[src/rtl/fetch_pkg.sv]
// fetch_pkg: shared types and constants for the instruction fetch stage
package fetch_pkg;
  localparam int INSTR_WIDTH = 32;
  typedef enum logic [1:0] {
    NONE       = 2'b00,
    MISALIGNED = 2'b01,
    BUS_ERR    = 2'b10,
    PC_FAULT   = 2'b11
  } fetch_fault_e;
  typedef enum logic [1:0] {IDLE, BUS, RESP} fetch_state_e;
endpackage

[src/rtl/instruction_fetch.sv]
// instruction_fetch: reads one 32-bit instruction at pc over a narrow req/ack bus and presents it with its pc and fault cause
// Ports: clk/reset; fetch_valid/fetch_ready/pc/pc_fault from the PC stage;
// mem_req/mem_addr/mem_ack/mem_rdata/mem_err to memory; flush discards the fetch;
// instr_valid/instr_ready/instr/instr_pc/fault_cause to the decoder.
module instruction_fetch
  import fetch_pkg::*;
#(
  parameter int DATA_WIDTH = 8
) (
  input  logic                  clk,
  input  logic                  reset,
  input  logic                  fetch_valid,
  output logic                  fetch_ready,
  input  logic [31:0]           pc,
  input  logic                  pc_fault,
  output logic                  mem_req,
  output logic [31:0]           mem_addr,
  input  logic                  mem_ack,
  input  logic [DATA_WIDTH-1:0] mem_rdata,
  input  logic                  mem_err,
  input  logic                  flush,
  output logic                  instr_valid,
  input  logic                  instr_ready,
  output logic [31:0]           instr,
  output logic [31:0]           instr_pc,
  output logic [1:0]            fault_cause
);
  localparam int BEATS = INSTR_WIDTH / DATA_WIDTH;
  localparam int BW = BEATS > 1 ? $clog2(BEATS) : 1;
  fetch_state_e state_q, state_d;
  fetch_fault_e cause_q, cause_d;
  logic [BW-1:0] beat_q, beat_d;
  logic drop_q, drop_d;
  logic [31:0] pc_q, pc_d, instr_q, instr_d;
  logic last;
  assign last = beat_q == BW'(BEATS - 1);
  assign fetch_ready = state_q == IDLE;
  assign mem_req = state_q == BUS;
  assign mem_addr = mem_req ? pc_q + 32'(beat_q) * 32'(DATA_WIDTH / 8) : '0;
  // A flush in RESP discards the instruction, so it must not look consumable that cycle
  assign instr_valid = state_q == RESP && !flush;
  assign instr = instr_q;
  assign instr_pc = pc_q;
  assign fault_cause = cause_q;
  always_comb begin
    state_d = state_q;
    cause_d = cause_q;
    beat_d  = beat_q;
    drop_d  = drop_q;
    pc_d    = pc_q;
    instr_d = instr_q;
    unique case (state_q)
      IDLE: if (fetch_valid) begin
        pc_d    = pc;
        instr_d = '0;
        beat_d  = '0;
        drop_d  = 1'b0;
        cause_d = pc_fault ? PC_FAULT : (pc[1:0] != 2'b00 ? MISALIGNED : NONE);
        state_d = (pc_fault || pc[1:0] != 2'b00) ? RESP : BUS;
      end
      BUS: begin
        // An outstanding beat is always completed; a flush only marks the fetch for dropping
        drop_d = drop_q | flush;
        if (mem_ack) begin
          if (drop_d) begin
            drop_d  = 1'b0;
            state_d = IDLE;
          end else if (mem_err) begin
            cause_d = BUS_ERR;
            instr_d = '0;
            state_d = RESP;
          end else begin
            instr_d[beat_q*DATA_WIDTH +: DATA_WIDTH] = mem_rdata;
            state_d = last ? RESP : BUS;
            beat_d  = last ? beat_q : beat_q + BW'(1);
          end
        end
      end
      RESP: if (flush || instr_ready) state_d = IDLE;
      default: state_d = IDLE;
    endcase
  end
  always_ff @(posedge clk or posedge reset) begin
    if (reset) begin
      state_q <= IDLE;
      cause_q <= NONE;
      beat_q  <= '0;
      drop_q  <= 1'b0;
      pc_q    <= '0;
      instr_q <= '0;
    end else begin
      state_q <= state_d;
      cause_q <= cause_d;
      beat_q  <= beat_d;
      drop_q  <= drop_d;
      pc_q    <= pc_d;
      instr_q <= instr_d;
    end
  end
endmodule

[config.mk]
export PLATFORM = sky130hd
export DESIGN_NAME = instruction_fetch
export DESIGN_NICKNAME = d
export VERILOG_FILES = /design/src/rtl/fetch_pkg.sv /design/src/rtl/instruction_fetch.sv
export SDC_FILE = /design/constraint.sdc
export NUM_CORES = 1
export LEC_CHECK = 0
export ABC_CLOCK_PERIOD_IN_PS = 9800
export CAP_MARGIN = 20
export CORE_MARGIN = 4
export CORE_UTILIZATION = 47
export CTS_CLUSTER_DIAMETER = 40
export DETAILED_ROUTE_END_ITERATION = 7
export PLACE_DENSITY = 0.91
export SYNTH_ARGS = -nofsm -noshare
export SYNTH_HDL_FRONTEND = slang
export SYNTH_SLANG_ARGS = --single-unit
[constraint.sdc]
create_clock -name clk -period 9.8 [get_ports clk]
set_input_delay 2.94 -clock clk [delete_from_list [all_inputs] [get_ports clk]]
set_output_delay 2.94 -clock clk [all_outputs]
set_load 0.005 [all_outputs]
==> impl_metrics.toml <==
[sta]
max-slew-margin-rel = 0.403
finalClockSkew_ns = 0.0116
worst_pin_slew_ns = 0.895
rsz0062_at_grt = "false"
max_freq_ghz = 0.138
setup_viol = 0
hold_viol_final = 0
tns_ns = 0
maxSlewViolCount = 0
finalCriticalPeriod_ns = 7.25
min_period_over_period = 0.740

[synth]
ys_warn_count = 0
async_reset_ff_frac = 1.00
synth_area_um2 = 3730
yosysSeqAreaShare = 0.476
syn_nets = 409
synth_seq_cells = 71
synthCells = 353
synth.distinct_cells = 48
synth_edf_count = 0
synth_area_per_cell_um2 = 10.6
yosysTopAreaCellShare = 0.476
synth.area.top_cells = "dfrtp_1 48%, mux2_2 9.1%, a22o_1 7.0%"
yosys.area.top_type = "dfrtp_1"
synth_ff_type = "dfrtp_1"

[critical_path]
cp.arrival_ns = 4.31
crit_required_ns = 6.86
crit_type = "primary input to output port"
critPathMaxStageDelay_ns = 0.57
rr_startpoint = "beat_q[1]"
cpMaxStageDelayCell = "clkdlybuf4s50_1"
crit_path_start_kind = "primary input"
crit_path_frequent_cell = "clkdlybuf4s50_1"
end_kind = "output port"
crit_start = "flush"
crit_family = "buffers and inverters"
cp_cell_sequence = "clkdlybuf4s50_1 > nor3_1 > clkdlybuf4s50_1"
cp_num_buf_inv = 2
cp_max_fo = 5

[clock_tree]
cts_buffer_depth = 2
htreeDepth = 3
clock_latency_ns = 0.34
cts_tree = "yes"
cts_sinks = 71
post-cts-setup-buffers = 0
clk_pin_slew_worst_paths_ns = 0.08
cts_hold_buffers = 0
cts_resized = 0
numCtsBuffers = 9
cts-root-buf = "clkbuf_8"

[floorplanning]
die_y_um = 97.1
start_util = 0.483
die-width_um = 97.1
core.rowCount = 32
die_area_um2 = 9430
num_io_pins = 149
core_um2 = 7730

[worst_hold_path]
holdCritPathClass = "flop to flop"
min_from = "fault_cause[1]"

[final_layout]
area_growth_pct = 48.3
final_common_cell = "clkdlybuf4s50_1"
drive_above_1_share = 0.113
seq_area_um2 = 1780
nFillCells = 557
fin_nets = 556
mostFrequentLayoutCells = "148 x clkdlybuf4s50_1, 71 x dfrtp_1, 30 x mux2_2, 30 x a22o_1, 23 x nor2_1"
multi_input_comb_area_um2 = 1840
num_antenna_cells = 0
layoutNonFillerInstCount = 607

[drt]
vias = 3502
drc_errors = 0
ant_nets = 0
vias_per_cell = 5.77
drt_wl_total_um = 11000
drt_iter0_markers = 160
wl_per_cell_um = 18.1
detail_route.first_pass.iterations = 5

[grt]
grt_antenna_before_repair = 0
grt_pass1_wl_um = 17900
grt_max_degree = 72
track_usage = 0.229
grt_overflow_total = 0
grt_pass1_vias = 3495

[run]
cap_violations = 0

[placement]
io_buffers = 148
dp_cells = 590
dp_hpwl_um = 8090
gp_congestion = 0.863

[pwr]
irDropWorstVdd_uv = 106
powerDensity_nw_per_um2 = 153
leakage_nw = 2.20

[run_status]
outcome = "completed"
==> flip-flops by register name (all words and copies together) (netlist names) <==
| signal | count |
|---|---|
| instr | 32 |
| instr_pc | 32 |
| beat_q | 2 |
| fault_cause | 2 |
| state_q | 2 |
| drop_q | 1 |
==> synthesized netlist by cell type, drive strengths merged (5+ instances only) <==
master	instances
dfrtp	71
a22o	30
mux2	30
nor2	24
nand2	21
a21oi	17
o21ai	15
o31ai	14
inv	13
nand4	12
or4	11
clkbuf	9
nand3	9
buf	7
ha	7
xor2	7
nor3	5
or3	5
==> layout make-up <==
| type | count | area share |
|---|---|---|
| clock buffer | 9 | 0.0224 |
| clock inverter | 7 | 0.0185 |
| inverter | 14 | 0.00950 |
| multi-input combinational | 252 | 0.332 |
| sequential | 71 | 0.321 |
| tap | 102 | 0.0231 |
| timing repair buffer | 152 | 0.273 |
==> through the flow <==
step | hold WS, ns | power, W | setup WS [ns] | instance area (um^2) | util
global route | 0.522 | 0.000890 | 2.49 | 5530 | 0.716
floorplan | 0.473 | 0.000462 | 3.68 | 3730 | -
detailed placement | 0.482 | 0.000590 | 2.57 | 5300 | 0.686
finish | 0.496 | 0.000849 | 2.55 | 5530 | 0.716
global placement | 0.475 | 0.000580 | 2.66 | 5300 | 0.686
CTS | 0.500 | 0.000854 | 2.56 | 5520 | 0.715
==> per-layer routing <==
layer	track usage	vias up	wire, um
met2	0.390	165	5380
li1	-	1622	-
met4	0.0551	0	114
met3	0.0438	13	722
met1	0.302	1702	4790
met5	0	-	0
==> cells by family (layout without fill, tap and decap cells) <==
family | after synthesis | count (layout) | synth area share
AO/OA/AOI/OAI | 88 | 88 | 0.167
XOR/XNOR | 11 | 11 | 0.0258
adder cells (fa/ha/maj) | 8 | 8 | 0.0288
buffers and inverters | 30 | 182 | 0.0322
flip-flops | 71 | 71 | 0.476
multiplexers | 33 | 33 | 0.0986
AND/OR/NAND/NOR | 112 | 112 | 0.172
==> report_power, final <==
part,switching [W],internal (W)
clock,0.000119,0.000146
combinational,0.0000799,0.000125
sequential,0.0000535,0.000326
==> final timing paths <==
| check | end | slack [ns] | depth (start not counted) |
|---|---|---|---|
| max | instr_valid | 2.55 | 3 |
| min reg2reg | fault_cause[1] | 0.50 | 1 |
| max in group asynchronous | instr_pc[21] | 6.00 | 3 |
| min in group asynchronous | instr_pc[10] | 3.19 | 3 |
| min | fault_cause[1] | 0.50 | 1 |
| max reg2reg | instr[13] | 7.22 | 6 |
No activity file was read; power rests on OpenSTA's default activity.
